File: src/rtl/bram_stream_loader.sv
// Packs a narrow element stream into memory words and either writes them to a BRAM
// port (load) or reads them back and compares the filled lanes (verify).
module bram_stream_loader #(
  parameter int DATA_WIDTH = 40,
  parameter int LANE_WIDTH = 8,
  parameter int ADDR_WIDTH = 16
) (
  input  logic                  clk,
  input  logic                  rst_n,
  input  logic                  start_i,
  input  logic                  mode_i,
  input  logic [ADDR_WIDTH-1:0] base_addr_i,
  input  logic                  abort_i,
  input  logic                  s_valid_i,
  output logic                  s_ready_o,
  input  logic [LANE_WIDTH-1:0] s_data_i,
  input  logic                  s_last_i,
  output logic                  mem_we_o,
  output logic                  mem_re_o,
  output logic [ADDR_WIDTH-1:0] mem_addr_o,
  output logic [DATA_WIDTH-1:0] mem_wdata_o,
  input  logic [DATA_WIDTH-1:0] mem_rdata_i,
  output logic                  busy_o,
  output logic                  done_o,
  output logic                  error_o,
  output logic [ADDR_WIDTH-1:0] mismatch_addr_o,
  output logic [ADDR_WIDTH:0]   words_o,
  output logic [ADDR_WIDTH-1:0] end_addr_o
);

  localparam int LANES = DATA_WIDTH / LANE_WIDTH;
  localparam int LCW   = $clog2(LANES + 1);

  typedef enum logic [2:0] {
    S_IDLE, S_FILL, S_WRITE, S_RD_REQ, S_RD_WAIT, S_CMP, S_DONE
  } state_t;

  state_t                state_q, state_d;
  logic                  mode_q, mode_d;
  logic                  last_q, last_d;
  logic [LCW-1:0]        lane_q, lane_d;
  logic [DATA_WIDTH-1:0] word_q, word_d;
  logic [DATA_WIDTH-1:0] rdata_q, rdata_d;
  logic [ADDR_WIDTH-1:0] addr_q, addr_d;
  logic [ADDR_WIDTH:0]   words_q, words_d;
  logic                  error_q, error_d;
  logic [ADDR_WIDTH-1:0] mm_addr_q, mm_addr_d;
  logic [ADDR_WIDTH-1:0] end_addr_q, end_addr_d;
  logic                  advance;
  logic                  mism;

  always_comb begin
    state_d    = state_q;
    mode_d     = mode_q;
    last_d     = last_q;
    lane_d     = lane_q;
    word_d     = word_q;
    rdata_d    = rdata_q;
    addr_d     = addr_q;
    words_d    = words_q;
    error_d    = error_q;
    mm_addr_d  = mm_addr_q;
    end_addr_d = end_addr_q;
    s_ready_o  = 1'b0;
    mem_we_o   = 1'b0;
    mem_re_o   = 1'b0;
    done_o     = 1'b0;
    advance    = 1'b0;
    mism       = 1'b0;

    // lane_q equals the number of filled lanes once a word has completed
    for (int i = 0; i < LANES; i++) begin
      if (i < int'(lane_q) &&
          rdata_q[i*LANE_WIDTH +: LANE_WIDTH] != word_q[i*LANE_WIDTH +: LANE_WIDTH])
        mism = 1'b1;
    end

    case (state_q)
      S_IDLE: begin
        if (start_i) begin
          state_d   = S_FILL;
          mode_d    = mode_i;
          addr_d    = base_addr_i;
          lane_d    = '0;
          word_d    = '0;
          words_d   = '0;
          error_d   = 1'b0;
          mm_addr_d = '0;
        end
      end
      S_FILL: begin
        s_ready_o = 1'b1;
        if (s_valid_i) begin
          word_d[int'(lane_q)*LANE_WIDTH +: LANE_WIDTH] = s_data_i;
          lane_d = lane_q + LCW'(1);
          if (lane_q == LCW'(LANES - 1) || s_last_i) begin
            last_d  = s_last_i;
            state_d = mode_q ? S_RD_REQ : S_WRITE;
          end
        end
      end
      S_WRITE: begin
        mem_we_o = 1'b1;
        advance  = 1'b1;
      end
      S_RD_REQ: begin
        mem_re_o = 1'b1;
        state_d  = S_RD_WAIT;
      end
      S_RD_WAIT: begin
        rdata_d = mem_rdata_i;
        state_d = S_CMP;
      end
      S_CMP: begin
        advance = 1'b1;
        if (mism) begin
          error_d = 1'b1;
          if (!error_q) mm_addr_d = addr_q;
        end
      end
      S_DONE: begin
        done_o  = 1'b1;
        state_d = S_IDLE;
      end
      default: state_d = S_IDLE;
    endcase

    if (advance) begin
      addr_d  = addr_q + ADDR_WIDTH'(1);
      words_d = words_q + (ADDR_WIDTH+1)'(1);
      lane_d  = '0;
      word_d  = '0;
      if (last_q) begin
        state_d    = S_DONE;
        end_addr_d = addr_q + ADDR_WIDTH'(1);
      end else begin
        state_d = S_FILL;
      end
    end

    // Abort wins over everything in flight: drop the partial word and keep only
    // the results of words that already finished.
    if (abort_i && state_q != S_IDLE) begin
      state_d    = S_IDLE;
      lane_d     = '0;
      word_d     = '0;
      addr_d     = addr_q;
      words_d    = words_q;
      error_d    = error_q;
      mm_addr_d  = mm_addr_q;
      end_addr_d = end_addr_q;
      s_ready_o  = 1'b0;
      mem_we_o   = 1'b0;
      mem_re_o   = 1'b0;
      done_o     = 1'b0;
    end
  end

  always_ff @(posedge clk or negedge rst_n) begin
    if (!rst_n) begin
      state_q    <= S_IDLE;
      mode_q     <= 1'b0;
      last_q     <= 1'b0;
      lane_q     <= '0;
      word_q     <= '0;
      rdata_q    <= '0;
      addr_q     <= '0;
      words_q    <= '0;
      error_q    <= 1'b0;
      mm_addr_q  <= '0;
      end_addr_q <= '0;
    end else begin
      state_q    <= state_d;
      mode_q     <= mode_d;
      last_q     <= last_d;
      lane_q     <= lane_d;
      word_q     <= word_d;
      rdata_q    <= rdata_d;
      addr_q     <= addr_d;
      words_q    <= words_d;
      error_q    <= error_d;
      mm_addr_q  <= mm_addr_d;
      end_addr_q <= end_addr_d;
    end
  end

  assign mem_addr_o      = addr_q;
  assign mem_wdata_o     = word_q;
  assign busy_o          = (state_q != S_IDLE);
  assign error_o         = error_q;
  assign mismatch_addr_o = mm_addr_q;
  assign words_o         = words_q;
  assign end_addr_o      = end_addr_q;

endmodule

File: config.mk
export PLATFORM = sky130hd
export DESIGN_NAME = bram_stream_loader
export DESIGN_NICKNAME = d
export VERILOG_FILES = /design/src/rtl/bram_stream_loader.sv
export SDC_FILE = /design/constraint.sdc
export NUM_CORES = 1
export LEC_CHECK = 0
export BUFFER_PORTS_ARGS = -buffer_cell sky130_fd_sc_hd__buf_2
export CORE_AREA = 2 2 140 142
export DETAILED_ROUTE_END_ITERATION = 8
export DIE_AREA = 0 0 142 144
export PLACE_DENSITY = 0.6
export SLEW_MARGIN = 20
export SYNTH_ARGS = -nofsm -noshare
export SYNTH_HDL_FRONTEND = slang
export SYNTH_SLANG_ARGS = --single-unit
File: constraint.sdc
create_clock -name clk -period 2.5 [get_ports clk]
set_input_delay 0.5 -clock clk [delete_from_list [all_inputs] [get_ports clk]]
set_output_delay 0.5 -clock clk [all_outputs]
set_load 0.005 [all_outputs]
==> flow_summary.ini, run 1 <==
[yosys]
syn_inst = 652
synth_area_per_cell_sq_um = 11.07
synth_ff_type = dfrtp_1
synth_cell_type_count = 53
syn-cell-area_sq_um = 7217
yosys-top-cells-area = dfrtp_1, mux2_2, xnor2_1
syn_nets = 732
synth_seq_area_share_pct = 53.40
synth-xor-area-share_pct = 8.010
synth-compound-area-share_pct = 14.72
muxShareOfSynthArea_pct = 7.438
synth_edf_count = 0
synth_largest_area_cell = dfrtp_1
synth_fa_ha_area_share_pct = 1.560
synth_top_family_by_area = compound AO/OA/AOI/OAI gates
async_flop_share_pct = 100.0
yosys.area_share.simple_pct = 12.15
yosys_warnings = 0
ys_ff_latch = 154
synth.top_cell.area_share_pct = 53.40

[timing]
fin_crit_ps = 2316
finalHoldViolCount = 0
finalCritPeriodShare_pct = 92.65
rsz0062_at_grt = false
drv_slew = 0
fin_setup_tns_ps = 0
fmax_mhz = 431.7
finalSetupViolations = 0
worst_pin_slew_ps = 981.7
skew_ps = 10.13
relSlewSlack_pct = 34.05

[run_status]
status = finished clean

[grt]
grt-ovfl-total = 0
grt_pass1_vias = 5509
grt_use_total_pct = 19.02
antenna_found_initial = 0
grt_max_degree = 61
grt_pass1_wl_um = 29980

[critical_path]
reg2reg_to = mem_wdata_o[39]$_DFFE_PN0P_
critPathRequiredTime_ps = 2860
path_cells = nor2b_1 > a21oi_1 > o22a_1 > nand3_1 > nor3_1 > a22o_1
path_delay_family = simple AND/OR/NAND/NOR gates
crit_path_end_kind = flip-flop
max_stage_delay_ps = 770
r2r_cells = 6
path_max_fanout = 12
slowest_stage = nor3_1
ff2ff_setup_slack_ps = 180
criticalPathCategory = flip-flop to flip-flop
critPathBufInv = 0
cp-start-kind = flip-flop
arrival_ps = 2680
reg2reg_from = state_q[2]$_DFFE_PN0P_

[cts]
clkTransAtPathRegs_ps = 60
post_cts_buffers = 0
cts_max_level = 4
clk_path_buf_depth = 2
cts_buffers = 17
clock_latency_ps = 430
cts_hold_buf = 0
clock_sinks = 154
cts-resized-gates = 0
root_buffer = clkbuf_16
cts_tree = built

[routing]
initialDrtViolationCount = 347
routed_wl_um = 19200
drt-vias-per-instance = 5.241
final_antenna_net_count = 0
routedWlPerCell_um = 17.52
vias = 5744
first_pass_iters = 5
route.detailed.drc = 0

[placement]
gp_congestion = 0.8369
port_buffers = 181
post-dp-hpwl_um = 13950

[die]
die_y_um = 144
rows = 51
start_util_pct = 37.83
die_w_um = 142
core-area_sq_um = 19080
io-pin-count = 182
die_area_sq_um = 20450

[layout]
final_cell_mix = buf_2, dfrtp_1, nand2_1
post-route-util_pct = 47.69
area_growth_syn_to_layout_pct = 26.07
diodes = 0
final_net_count = 926
layout-drive-gt1-share_pct = 34.03
fill_cells = 1767
final_common_cell = buf_2

[min_path]
min_path_type = input port to async pin

[pwr]
leakagePower_nw = 4.300
total_power_w = 0.009628
vdd_drop_max_mv = 0.5230
cellPowerDensity_nw_per_um2 = 1058

[flow_run]
cap_violations = 0
worst reg2reg max path, cell delays in order, from the launching register on:
cell and delay, ps:
dfrtp_1 520, nor2b_1 220, a21oi_1 130, o22a_1 220, nand3_1 120, nor3_1 770, a22o_1 270
per-layer routing:
layer	GRT usage, %	vias up	wire (um)
met5	0	-	0
met3	5.000	36	1036
met2	30.13	177	8993
li1	-	2729	-
met4	6.684	0	444
met1	25.38	2802	8730
worst max-delay path by stage:
stage	start	endpoint	slack [ps]	depth (start not counted)
global placement	abort_i	words_o[11]$_DFFE_PN0P_	260	6
global route	lane_q[0]$_DFFE_PN0P_	mem_wdata_o[39]$_DFFE_PN0P_	5	6
floorplan	abort_i	words_o[5]$_DFFE_PN0P_	330	7
CTS	state_q[2]$_DFFE_PN0P_	mem_wdata_o[34]$_DFFE_PN0P_	210	6
finish	state_q[2]$_DFFE_PN0P_	mem_wdata_o[39]$_DFFE_PN0P_	180	6
detailed placement	abort_i	words_o[9]$_DFFE_PN0P_	210	6
synthesized netlist by cell type (2+ instances only):
library cell  count
nand2_1          60
a22oi_1           3
xnor2_1          54
o22ai_1           5
xor2_1           12
o22a_1            2
buf_2            10
nor2_1           35
nor2b_1           4
a32o_1            9
nand2b_1          4
o21ai_0          46
nand3b_1          3
nor4_1            6
a41oi_1           3
and3_1            4
and4_1            4
mux2i_1           3
and2_1            3
ha_1              9
o21a_1            3
or3_1             3
dfrtp_1         154
nor3_1            8
clkbuf_1         21
o221ai_1          2
nand3_1          18
nand4_1          17
o31ai_1           2
mux2_2           45
a22o_1           41
a21oi_1          27
inv_1            12
flip-flops by register name, indices dropped and copies added, names as in the netlist:
register / count
words_o: 17
mode_q: 1
state_q: 3
mem_wdata_o: 40
lane_q: 3
rdata_q: 40
last_q: 1
end_addr_o: 16
mem_addr_o: 16
mismatch_addr_o: 16
error_o: 1
per-stage QoR:
| stage | hold WS (ps) | instances | area [sq um] | setup slack [ps] |
|---|---|---|---|---|
| after CTS | 68.08 | 1096 | 9099 | 213.1 |
| after detailed placement | 469.6 | 1065 | 8524 | 210.6 |
| after floorplan | 204.4 | 652 | 7217 | 328.6 |
| after global routing | 80.28 | 1096 | 9099 | 4.920 |
| after global placement | 457.6 | 1065 | 8524 | 262.6 |
| final | 44.87 | 1096 | 9099 | 183.6 |
power by group:
group | total [W] | switching (W) | internal (W)
combinational | 0.00330 | 0.00173 | 0.00158
sequential | 0.00379 | 0.000636 | 0.00316
clock | 0.00253 | 0.00106 | 0.00147
total | 0.00963 | 0.00342 | 0.00620
logic make-up after synthesis:
group / after synthesis
AOI/OAI and AO/OA: 152
xor gates and xnor gates: 66
buffers and inverters: 46
muxes: 48
adders and majority gates: 9
DFF: 154
and+or+nand+nor: 177
area by class of cell:
class / count / area, sq um / share of cell area (%)
sequential: 154 / 3854 / 42.35
multi-input combinational: 452 / 3181 / 34.96
timing repair buffer: 209 / 1147 / 12.61
clock buffer: 22 / 484.2 / 5.322
tap: 238 / 297.8 / 3.273
clock inverter: 9 / 90.09 / 0.9901
inverter: 12 / 45.04 / 0.4950
No activity file was read; power rests on OpenSTA's default activity.
==> run 2: changes to the inputs <==
--- a/config.mk
+++ b/config.mk
@@ -9,6 +9,7 @@
 export CORE_AREA = 2 2 140 142
 export DETAILED_ROUTE_END_ITERATION = 8
 export DIE_AREA = 0 0 142 144
+export MAX_ROUTING_LAYER = met4
 export PLACE_DENSITY = 0.6
 export SLEW_MARGIN = 20
 export SYNTH_ARGS = -nofsm -noshare
==> flow_summary.ini, run 2 (synthesis results as in run 1) <==
[timing]
fin_crit_ps = 2295
fmax_mhz = 435.7
drv_slew = 0
finalCritPeriodShare_pct = 91.82
relSlewSlack_pct = 36.54
finalHoldViolCount = 0
fin_setup_tns_ps = 0
finalSetupViolations = 0
setup_ws_ps = 204.6
skew_ps = 8.378
worst_pin_slew_ps = 944.7
rsz0062_at_grt = false

[cts]
post_cts_buffers = 0
cts_max_level = 4
cts_tree = built
cts-resized-gates = 0
clkTransAtPathRegs_ps = 60
root_buffer = clkbuf_16
clock_latency_ps = 420
clock_sinks = 154
clk_path_buf_depth = 2
cts_hold_buf = 0
cts_buffers = 17

[routing]
initialDrtViolationCount = 319
vias = 5747
routedWlPerCell_um = 17.49
routed_wl_um = 19170
drt-vias-per-instance = 5.244
final_antenna_net_count = 0
route.detailed.drc = 0
first_pass_iters = 5

[placement]
gp_congestion = 0.8506
port_buffers = 181
post-dp-hpwl_um = 13950
placed_cells = 1065
pre_cts_ws_ps = 210.6

[die]
rows = 51
core-area_sq_um = 19080
die_y_um = 144
start_util_pct = 37.83
die_area_sq_um = 20450
io-pin-count = 182
die_w_um = 142

[layout]
fin_cells = 1096
layout-drive-gt1-share_pct = 34.03
area_growth_syn_to_layout_pct = 26.07
fill_cells = 1767
final_net_count = 926
final_common_cell = buf_2
diodes = 0
final_cell_mix = buf_2, dfrtp_1, nand2_1
post-route-util_pct = 47.69

[grt]
grt_pass1_vias = 5525
grt-ovfl-total = 0
grt_use_total_pct = 19.58
antenna_found_initial = 0
grt_pass1_wl_um = 29950
grt_max_degree = 61

[critical_path]
critPathRequiredTime_ps = 2850
max_stage_delay_ps = 740
crit_path_end_kind = flip-flop
path_delay_family = simple AND/OR/NAND/NOR gates
criticalPathCategory = flip-flop to flip-flop
critPathBufInv = 0
path_max_fanout = 12
arrival_ps = 2650
slowest_stage = nor3_1
cp-start-kind = flip-flop
path_cells = o21bai_1 > a21oi_1 > o22a_1 > nand3_1 > nor3_1 > a22o_1

[pwr]
leakagePower_nw = 4.300
total_power_w = 0.009625
vdd_drop_max_mv = 0.5159
cellPowerDensity_nw_per_um2 = 1058

[run_status]
status = finished clean

[min_path]
min_path_type = input port to async pin

[flow_run]
cap_violations = 0
==> run 2: cell counts in the layout (fill, tap and decap cells not counted) <==
Identical to the previous run, type by type.
==> run 2: per-stage QoR <==
stage               hold slack [ps]  area (sq um)
floorplan                     204.4          7217
global placement              457.6          8524
detailed placement            469.6          8524
CTS                           68.08          9099
global route                  83.76          9099
finish                        44.94          9099
==> run 2: final timing paths <==
path | from | to | slack [ps] | cells past startpoint
min in group clk | mem_rdata_i[38] | rdata_q[38]$_DFFE_PN0N_ | 310 | 2
worst min register to register | end_addr_o[4]$_DFFE_PN0P_ | end_addr_o[4]$_DFFE_PN0P_ | 480 | 2
max in group asynchronous | rst_n | rdata_q[26]$_DFFE_PN0N_ | 1710 | 2
worst max-delay path | state_q[2]$_DFFE_PN0P_ | mem_wdata_o[39]$_DFFE_PN0P_ | 200 | 6
worst max register to register | state_q[2]$_DFFE_PN0P_ | mem_wdata_o[39]$_DFFE_PN0P_ | 200 | 6
worst min-delay path | rst_n | rdata_q[2]$_DFFE_PN0N_ | 40 | 1
==> run 2: power breakdown <==
part           leakage [nW]  switching, W  internal, W
Combinational          2.02       0.00173      0.00157
Sequential             2.01      0.000639      0.00316
Clock                 0.267       0.00106      0.00147
==> run 2: area by class of cell <==
type / count / area, sq um / share of cell area (%)
Clock buffer: 22 / 484.2 / 5.322
Clock inverter: 9 / 90.09 / 0.9901
Inverter: 12 / 45.04 / 0.4950
Multi-Input combinational cell: 452 / 3181 / 34.96
Sequential cell: 154 / 3854 / 42.35
Tap cell: 238 / 297.8 / 3.273
Timing Repair Buffer: 209 / 1147 / 12.61
==> run 2: worst reg2reg max path, delay by kind of cell, from the launching register on <==
kind	cells	cell delay (ps)
compound gates	4	780
simple gates	2	860
flops	1	600
==> run 2: layer usage <==
layer / GRT usage [%] / up-vias / share of wire, %
met5: - / - / 0
met4: 6.526 / 0 / 2.0
met1: 25.55 / 2821 / 46
met3: 4.735 / 29 / 4.8
li1: - / 2733 / -
met2: 30.18 / 164 / 47
